--- config.mk ---
export PLATFORM = sky130hd
export DESIGN_NAME = wb_master_arbiter
export DESIGN_NICKNAME = d
export VERILOG_FILES = /design/src/rtl/wb_master_arbiter.sv
export SDC_FILE = /design/constraint.sdc
export NUM_CORES = 1
export LEC_CHECK = 0
export ABC_CLOCK_PERIOD_IN_PS = 1600
export CAP_MARGIN = 20
export CELL_PAD_IN_SITES_DETAIL_PLACEMENT = 2
export CELL_PAD_IN_SITES_GLOBAL_PLACEMENT = 2
export CORE_AREA = 2 2 112 114
export DETAILED_ROUTE_END_ITERATION = 12
export DIE_AREA = 0 0 114 116
export DONT_BUFFER_PORTS = 1
export PLACE_DENSITY = 0.55
export SLEW_MARGIN = 15
export SYNTH_ARGS = -nofsm -noshare
export SYNTH_HDL_FRONTEND = slang
export SYNTH_SLANG_ARGS = --single-unit
--- constraint.sdc ---
create_clock -name clk -period 1.6 [get_ports clk]
set_input_delay 0.24 -clock clk [delete_from_list [all_inputs] [get_ports clk]]
set_output_delay 0.24 -clock clk [all_outputs]
set_load 0.03 [all_outputs]
--- src/rtl/wb_master_arbiter.sv ---
// ============================================================================
// Module      : wb_master_arbiter
// Description : Two-requester Wishbone arbiter (video_in_store = master 0,
//               video_out fetch = master 1) onto one shared master port.
//               Optional stall watchdog enabled by macro WB_ARB_TIMEOUT_EN.
// Revision    : 1.0 - initial release
// ============================================================================
`default_nettype none

module wb_master_arbiter #(
    parameter int TIMEOUT_CYCLES = 255,
    parameter bit M1_PRIO        = 1'b1
) (
    input  logic        clk,
    input  logic        reset_n,

    input  logic        m0_CYC_I,
    input  logic        m0_STB_I,
    input  logic        m0_LOCK_I,
    input  logic        m0_WE_I,
    input  logic [3:0]  m0_SEL_I,
    input  logic [31:0] m0_ADR_I,
    input  logic [31:0] m0_DAT_I,
    output logic        m0_ACK_O,
    output logic        m0_ERR_O,

    input  logic        m1_CYC_I,
    input  logic        m1_STB_I,
    input  logic        m1_LOCK_I,
    input  logic        m1_WE_I,
    input  logic [3:0]  m1_SEL_I,
    input  logic [31:0] m1_ADR_I,
    input  logic [31:0] m1_DAT_I,
    output logic        m1_ACK_O,
    output logic        m1_ERR_O,

    output logic [31:0] m_DAT_O,

    output logic        p_wb_CYC_O,
    output logic        p_wb_STB_O,
    output logic        p_wb_LOCK_O,
    output logic        p_wb_WE_O,
    output logic [3:0]  p_wb_SEL_O,
    output logic [31:0] p_wb_ADR_O,
    output logic [31:0] p_wb_DAT_O,
    input  logic        p_wb_ACK_I,
    input  logic        p_wb_ERR_I,
    input  logic [31:0] p_wb_DAT_I,

    output logic [1:0]  grant,
    output logic        timeout_irq
);

    localparam logic [1:0] S_IDLE  = 2'd0;
    localparam logic [1:0] S_OWN0  = 2'd1;
    localparam logic [1:0] S_OWN1  = 2'd2;
    localparam logic [1:0] S_ABORT = 2'd3;

    logic [1:0] state;
    logic [1:0] next_state;
    // 1 = master 1 was the most recent owner; also names the owner during ABORT
    logic       last_served;
    logic       owning;
    logic       wd_expire;

    assign owning = (state == S_OWN0) || (state == S_OWN1);

    // ------------------------------------------------------------------
    // Stall watchdog
    // ------------------------------------------------------------------
`ifdef WB_ARB_TIMEOUT_EN
    localparam int WD_W = ($clog2(TIMEOUT_CYCLES + 1) > 8) ? $clog2(TIMEOUT_CYCLES + 1) : 8;

    logic [WD_W-1:0] wd_cnt;

    always_ff @(posedge clk or negedge reset_n) begin
        if (!reset_n) begin
            wd_cnt <= '0;
        end else if (!owning) begin
            wd_cnt <= '0;
        end else if (p_wb_ACK_I || p_wb_ERR_I) begin
            wd_cnt <= '0;
        end else if (p_wb_STB_O) begin
            wd_cnt <= wd_cnt + 1'b1;
        end
    end

    // Fires on the TIMEOUT_CYCLES-th unanswered strobe cycle
    assign wd_expire = owning && p_wb_STB_O && !p_wb_ACK_I && !p_wb_ERR_I &&
                       (wd_cnt == WD_W'(TIMEOUT_CYCLES - 1));
`else
    logic unused_timeout_param;

    assign unused_timeout_param = (TIMEOUT_CYCLES == 0);
    assign wd_expire            = 1'b0;
`endif

    // ------------------------------------------------------------------
    // Arbitration FSM
    // ------------------------------------------------------------------
    always_comb begin
        next_state = state;
        case (state)
            S_IDLE: begin
                if (m0_CYC_I && m1_CYC_I) begin
                    if (M1_PRIO) begin
                        next_state = S_OWN1;
                    end else begin
                        next_state = last_served ? S_OWN0 : S_OWN1;
                    end
                end else if (m1_CYC_I) begin
                    next_state = S_OWN1;
                end else if (m0_CYC_I) begin
                    next_state = S_OWN0;
                end
            end
            S_OWN0: begin
                if (wd_expire) begin
                    next_state = S_ABORT;
                end else if (!m0_CYC_I && !m0_LOCK_I) begin
                    next_state = S_IDLE;
                end
            end
            S_OWN1: begin
                if (wd_expire) begin
                    next_state = S_ABORT;
                end else if (!m1_CYC_I && !m1_LOCK_I) begin
                    next_state = S_IDLE;
                end
            end
            default: begin
                next_state = S_IDLE;
            end
        endcase
    end

    always_ff @(posedge clk or negedge reset_n) begin
        if (!reset_n) begin
            state       <= S_IDLE;
            last_served <= 1'b1;
        end else begin
            state <= next_state;
            if (state == S_IDLE && next_state == S_OWN0) begin
                last_served <= 1'b0;
            end else if (state == S_IDLE && next_state == S_OWN1) begin
                last_served <= 1'b1;
            end
        end
    end

    // ------------------------------------------------------------------
    // Output steering: pure function of state plus the owner's signals
    // ------------------------------------------------------------------
    always_comb begin
        p_wb_CYC_O  = 1'b0;
        p_wb_STB_O  = 1'b0;
        p_wb_LOCK_O = 1'b0;
        p_wb_WE_O   = 1'b0;
        p_wb_SEL_O  = 4'h0;
        p_wb_ADR_O  = 32'h0;
        p_wb_DAT_O  = 32'h0;
        m0_ACK_O    = 1'b0;
        m0_ERR_O    = 1'b0;
        m1_ACK_O    = 1'b0;
        m1_ERR_O    = 1'b0;
        m_DAT_O     = 32'h0;
        grant       = 2'b00;
        timeout_irq = 1'b0;
        case (state)
            S_OWN0: begin
                p_wb_CYC_O  = m0_CYC_I;
                p_wb_STB_O  = m0_STB_I;
                p_wb_LOCK_O = m0_LOCK_I;
                p_wb_WE_O   = m0_WE_I;
                p_wb_SEL_O  = m0_SEL_I;
                p_wb_ADR_O  = m0_ADR_I;
                p_wb_DAT_O  = m0_DAT_I;
                m0_ACK_O    = p_wb_ACK_I;
                m0_ERR_O    = p_wb_ERR_I;
                m_DAT_O     = p_wb_DAT_I;
                grant       = 2'b01;
            end
            S_OWN1: begin
                p_wb_CYC_O  = m1_CYC_I;
                p_wb_STB_O  = m1_STB_I;
                p_wb_LOCK_O = m1_LOCK_I;
                p_wb_WE_O   = m1_WE_I;
                p_wb_SEL_O  = m1_SEL_I;
                p_wb_ADR_O  = m1_ADR_I;
                p_wb_DAT_O  = m1_DAT_I;
                m1_ACK_O    = p_wb_ACK_I;
                m1_ERR_O    = p_wb_ERR_I;
                m_DAT_O     = p_wb_DAT_I;
                grant       = 2'b10;
            end
`ifdef WB_ARB_TIMEOUT_EN
            S_ABORT: begin
                m0_ERR_O    = !last_served;
                m1_ERR_O    = last_served;
                timeout_irq = 1'b1;
            end
`endif
            default: begin
                grant = 2'b00;
            end
        endcase
    end

endmodule

`default_nettype wire
==> results.py, run 1 <==
metrics = {
    "outcome": {
        "status": "finished with violations",
        "violations": "setup timing",
    },
    "timing": {
        "setup_viol": 109,
        "drv_slew": 0,
        "finClkSkew_ns": 0.0000950,
        "timing.setup.tns_ns": -29.01,
        "clock.fmax_mhz": 514,
        "post-route-period-util_pct": 122,
        "min_period_ns": 1.94,
        "setup_slack_ns": -0.345,
        "finalHoldViolCount": 0,
        "rsz0062_at_grt": "yes",
    },
    "global_route": {
        "gr-usage-all-layers_pct": 15.1,
        "grt_pass1_wl_mm": 15.1,
        "antenna_found_initial": 0,
        "grt.overflow.total": 0,
        "first_global_vias": 2579,
        "grt_max_degree": 33,
    },
    "detailed_routing": {
        "drcViolationCount": 0,
        "drtIter0Drc": 58,
        "firstDrtPassIters": 4,
        "drt-total-wl_mm": 12.8,
        "postRouteAntennaNets": 0,
        "via_count": 2444,
        "viasPerCell": 4.82,
        "wl_per_cell_um": 25.2,
    },
    "critical_path": {
        "cpMaxStageDelayCell": "dfrtp_1",
        "path_buf_inv": 4,
        "path_class": "reg2out",
        "crit_top_cell": "buf_12",
        "critical_path.cell_chain": "inv_2, ha_4, buf_12, buf_12, a22oi_1, nor2b_2, buf_6",
        "cp_max_fo": 9,
        "r2r-end": "state[1]$_DFFE_PN0P_",
        "worstPathArrival_ns": 1.70,
        "required_ns": 1.36,
        "cp-end-kind": "output port",
        "rrSetupSlack_ns": -0.06,
        "critPathLaunchType": "register",
        "crit_path_max_incr_delay_ns": 0.41,
        "cp_top_family": "buffers and inverters",
        "timing.rr.start": "state[1]$_DFFE_PN0P_",
        "crit_cells": 7,
        "r2r_cells": 8,
    },
    "cells_and_area": {
        "largestRegisters": "state (2)",
        "drive_gt1_share_pct": 90.3,
        "fin_nets": 547,
        "mostFrequentLayoutCells": "86 x buf_6, 45 x a22oi_2, 37 x nor2b_4, 37 x and2_4, 35 x nor2b_2",
        "largest_reg_flops": 2,
        "final_common_cell": "buf_6",
        "regArea_um2": 51.3,
        "final_core_util_pct": 38.6,
        "fillers": 1230,
        "antennaDiodeCount": 0,
        "multiInputGateArea_um2": 2080,
        "area_growth_pct": 194,
        "top_register": "state",
    },
    "min_path": {
        "min_path_cells": 1,
        "worstHoldPathType": "in2reg",
        "holdPathEnd": "state[1]$_DFFE_PN0P_",
        "hp-start": "m0_CYC_I",
    },
    "cts": {
        "clk_latency_ns": 0.23,
        "cts_max_path_buffers": 2,
        "cts.reportedPaths.clkPinSlew_ns": 0.03,
        "clockRootBuffer": "clkbuf_16",
        "cts.sinks": 2,
        "htree_levels": 1,
        "numCtsBuffers": 3,
        "cts_tree": "built",
    },
    "floorplanning": {
        "io-pin-count": 291,
        "die_y_um": 116,
        "rows": 40,
        "core_area_um2": 11900,
        "initial_utilization_pct": 13.2,
        "dieArea_um2": 13200,
        "die_w_um": 114,
    },
    "job": {
        "maxCapViolCount": 0,
    },
    "logic_synthesis": {
        "synth_fp_nets": 413,
        "synth_area_um2": 1570,
        "postSynthCellCount": 228,
        "synth_cell_type_count": 19,
        "ys_warn_count": 0,
        "seq_area_frac_synth_pct": 3.19,
        "ys_ff_latch": 2,
        "postSynthAreaPerCell_um2": 6.87,
    },
    "placement": {
        "dpl_worst_slack_ns": -0.211,
        "dpl.hpwl_mm": 7.77,
        "routabilityCongestion": 0.716,
        "placement.io_buffers": 0,
    },
    "power_and_ir_drop": {
        "power_density_nw_per_um2": 2720,
        "ir_drop_uv": 1100,
        "p_leak_nw": 1.80,
    },
}
==> where the power goes <==
group | internal [W] | total, W | switching (W)
combinational | 0.00646 | 0.0120 | 0.00556
sequential | 0.0000745 | 0.000114 | 0.0000391
clock | 0.000319 | 0.000390 | 0.0000709
total | 0.00686 | 0.0125 | 0.00567
==> repair_timing <==
item,CTS,global route
setup buffers,10,4
pin swaps,0,7
hold buffers,1,0
cloned,8,12
endpoints found under the setup margin,108,111
hold endpoints to repair,2,0
resized for setup,152,76
==> how the worst max path moves through the flow <==
stage                                     from             end  slack (ns)
after floorplan           state[0]$_DFFE_PN0P_      p_wb_CYC_O       -0.06
after global placement    state[0]$_DFFE_PN0P_      p_wb_STB_O       -0.16
after detailed placement  state[0]$_DFFE_PN0P_   p_wb_DAT_O[5]       -0.21
after CTS                 state[0]$_DFFE_PN0P_  p_wb_ADR_O[26]       -0.33
after global routing      state[1]$_DFFE_PN0P_   p_wb_ADR_O[5]       -0.38
final                     state[1]$_DFFE_PN0P_   p_wb_ADR_O[5]       -0.34
==> worst register-to-register path, delay by kind of cell, from the launching register on <==
kind	cells	cell delay (ns)
compound gates	2	0.22
fa+ha+maj	1	0.22
simple gates	1	0.17
flops	1	0.42
buf+inv	4	0.55
==> per-stage QoR <==
step,instance area [um2],std cells,power (W),hold WS [ns]
after floorplan,1760,228,0.00490,-0.0556
after global placement,3080,471,0.00761,-0.0554
after detailed placement,3080,471,0.00780,-0.0554
after CTS,4010,493,0.0110,0.145
after global routing,4600,507,0.0131,0.149
final,4600,507,0.0125,0.143
==> cell usage after synthesis <==
cell | n | share of area (%)
nand4b_1 | 1 | 0.56
a21oi_1 | 1 | 0.32
a31oi_1 | 1 | 0.40
and2_1 | 37 | 15
ha_1 | 5 | 4.0
buf_2 | 9 | 2.9
nand2b_1 | 1 | 0.40
clkbuf_2 | 3 | 0.96
conb_1 | 1 | 0.24
nor2b_1 | 72 | 29
buf_4 | 11 | 5.3
inv_2 | 1 | 0.24
o21ai_1 | 2 | 0.64
o221ai_2 | 1 | 0.96
inv_1 | 2 | 0.48
nand2_1 | 1 | 0.24
dfrtp_1 | 2 | 3.2
a22oi_1 | 72 | 35
clkbuf_1 | 5 | 1.2
==> final cells by class <==
cell class / count / area share [%]
inverter: 3 / 0.299
clock buffer: 3 / 1.63
tap: 147 / 4.00
timing repair buffer: 157 / 47.8
multi-input combinational: 195 / 45.1
sequential: 2 / 1.11
==> layer usage <==
layer	vias to the layer above	global-route usage, %	routed length [um]
li1	1084	-	-
met1	1198	15.3	4220
met2	155	32.4	7590
met3	7	2.82	866
met4	0	1.95	85
met5	-	0	0
==> kinds of logic (layout without fill, tap and decap cells) <==
logic type	Yosys count	after routing	share of synthesized area, %
and+or+nand+nor	112	112	44.7
AOI/OAI and AO/OA	77	77	36.8
buffers and inverters	31	163	11.0
adders and majority gates	5	5	3.99
DFF	2	2	3.20
other	1	1	0.239
Note: power is estimated with default switching activity, not from simulation.
==> run 2: changes to the inputs <==
--- a/config.mk
+++ b/config.mk
@@ -13,6 +13,7 @@
 export DETAILED_ROUTE_END_ITERATION = 12
 export DIE_AREA = 0 0 114 116
 export DONT_BUFFER_PORTS = 1
+export MAX_ROUTING_LAYER = met4
 export PLACE_DENSITY = 0.55
 export SLEW_MARGIN = 15
 export SYNTH_ARGS = -nofsm -noshare
==> run 2 against run 1 <==
  * The run still ends with setup timing left
  * Combinational power rose by 6%
  * Cell count rose by 0.59%
  * First-iteration DRC count rose by 31%
  * Fmax rose by 0.74%
  * Sequential share of layout area fell by 0.055 points
  * Die area did not move
  * Count of clock-buffer cells in the layout did not move
  * Hold slack barely moved
  * Setup slack improved by 0.014 ns
  * Critical path type unchanged
  * Highest routed layer unchanged
==> results.py, run 2 (same netlist as run 1, synthesis figures left out) <==
metrics = {
    "outcome": {
        "status": "finished with violations",
        "violations": "setup timing",
    },
    "global_route": {
        "antenna_found_initial": 0,
        "grt_max_degree": 33,
        "first_global_vias": 2588,
        "grt.overflow.total": 0,
        "grt_pass1_wl_mm": 15.1,
        "gr-usage-all-layers_pct": 15.6,
    },
    "detailed_routing": {
        "wl_per_cell_um": 26.4,
        "firstDrtPassIters": 4,
        "wl_met1_mm": 4.35,
        "viasPerCell": 4.90,
        "drcViolationCount": 0,
        "drtIter0Drc": 76,
        "wl_met2_mm": 8.06,
        "drt-total-wl_mm": 13.5,
        "maxUsedRoutingLayer": "met4",
        "via_count": 2500,
        "route.met3.wl_um": 892,
        "postRouteAntennaNets": 0,
    },
    "timing": {
        "min_period_ns": 1.93,
        "post-route-period-util_pct": 121,
        "finClkSkew_ns": 0.000118,
        "holdWs_ns": 0.143,
        "finalHoldViolCount": 0,
        "clock.fmax_mhz": 518,
        "setup_viol": 108,
        "rsz0062_at_grt": "yes",
        "setup_slack_ns": -0.330,
        "drv_slew": 0,
    },
    "min_path": {
        "worstHoldPathType": "in2reg",
        "hp-start": "m0_CYC_I",
    },
    "cells_and_area": {
        "final_area_um2": 4840,
        "antennaDiodeCount": 0,
        "mostFrequentLayoutCells": "88 x buf_6, 60 x a22oi_2, 52 x nor2b_4, 37 x and2_4, 32 x buf_12",
        "top_register": "state",
        "drive_gt1_share_pct": 94.5,
        "final_common_cell": "buf_6",
        "fin_nets": 550,
        "area_growth_pct": 209,
        "largestRegisters": "state (2)",
        "largest_reg_flops": 2,
        "fillers": 1204,
    },
    "floorplanning": {
        "rows": 40,
        "initial_utilization_pct": 13.2,
        "dieArea_um2": 13200,
        "core_area_um2": 11900,
        "die_y_um": 116,
        "io-pin-count": 291,
        "die_w_um": 114,
    },
    "critical_path": {
        "crit_path_end": "p_wb_DAT_O[13]",
        "r2r_cells": 8,
        "critical_path.cell_chain": "inv_4, ha_4, buf_8, clkbuf_16, a22oi_1, nor2b_2, buf_6",
        "worstPathArrival_ns": 1.69,
        "r2r-end": "state[1]$_DFFE_PN0P_",
        "crit_path_max_incr_delay_ns": 0.43,
        "rrSetupSlack_ns": 0.02,
        "crit_cells": 7,
        "cp-startpoint": "state[0]$_DFFE_PN0P_",
        "path_class": "reg2out",
        "critPathLaunchType": "register",
        "cpMaxStageDelayCell": "dfrtp_2",
        "timing.rr.start": "state[1]$_DFFE_PN0P_",
        "cp_top_family": "buffers and inverters",
        "cp_max_fo": 8,
        "path_buf_inv": 4,
        "required_ns": 1.36,
        "cp-end-kind": "output port",
    },
    "cts": {
        "htree_levels": 1,
        "numCtsBuffers": 3,
        "cts_tree": "built",
        "cts_max_path_buffers": 2,
        "cts.reportedPaths.clkPinSlew_ns": 0.03,
        "cts.sinks": 2,
        "clockRootBuffer": "clkbuf_16",
        "clk_latency_ns": 0.23,
    },
    "power_and_ir_drop": {
        "total_power_w": 0.0132,
        "power_density_nw_per_um2": 2720,
        "p_leak_nw": 1.88,
        "ir_drop_uv": 1080,
    },
    "job": {
        "maxCapViolCount": 0,
    },
    "placement": {
        "placed_area_um2": 3080,
        "placement.io_buffers": 0,
        "dpl_worst_slack_ns": -0.211,
        "routabilityCongestion": 0.724,
        "dpl.hpwl_mm": 7.77,
    },
}
run 2: what timing repair did:
| item | CTS | global route |
|---|---|---|
| endpoints found under the hold margin | 2 | 0 |
| pin swaps | 0 | 8 |
| hold buffers | 1 | 0 |
| setup endpoints to repair | 108 | 111 |
| setup buffers | 10 | 5 |
| cloned | 8 | 14 |
| resized for setup | 152 | 114 |
run 2: worst min-delay path by stage:
| stage | endpoint | slack, ns | cells past startpoint |
|---|---|---|---|
| 4_1_cts | state[1]$_DFFE_PN0P_ | 0.14 | 1 |
| 3_5_place_dp | state[0]$_DFFE_PN0P_ | -0.06 | 0 |
| 5_1_grt | state[1]$_DFFE_PN0P_ | 0.15 | 1 |
| 2_1_floorplan | state[0]$_DFFE_PN0P_ | -0.06 | 0 |
| 3_3_place_gp | state[0]$_DFFE_PN0P_ | -0.06 | 0 |
| 6_report | state[1]$_DFFE_PN0P_ | 0.14 | 1 |
run 2: report_power, final:
| group | total, W | internal, W | switching (W) |
|---|---|---|---|
| logic | 0.0127 | 0.00686 | 0.00581 |
| registers | 0.000113 | 0.0000746 | 0.0000389 |
| clock network | 0.000390 | 0.000319 | 0.0000706 |
| total | 0.0132 | 0.00726 | 0.00592 |
run 2: area by class of cell:
type                            instances  area (um2)  area share (%)
Sequential cell                         2        51.3            1.06
Timing Repair Buffer                  160        2280            47.2
Multi-Input combinational cell        195        2230            46.1
Clock buffer                            3        75.1            1.55
Tap cell                              147         184            3.80
Inverter                                3        13.8           0.284
run 2: routing by layer:
layer / vias up / track usage (%)
met2: 164 / 32.5
met4: 0 / 1.95
met3: 13 / 2.25
li1: 1086 / -
met1: 1237 / 15.5
met5: - / -
run 2: metrics by stage:
stage,util [%],instances,TNS [ns]
after floorplan,-,228,-3.36
after global placement,25.8,471,-7.66
after detailed placement,25.8,471,-13.59
after CTS,33.7,493,-29.14
after global routing,40.7,510,-35.28
final,40.7,510,-29.03
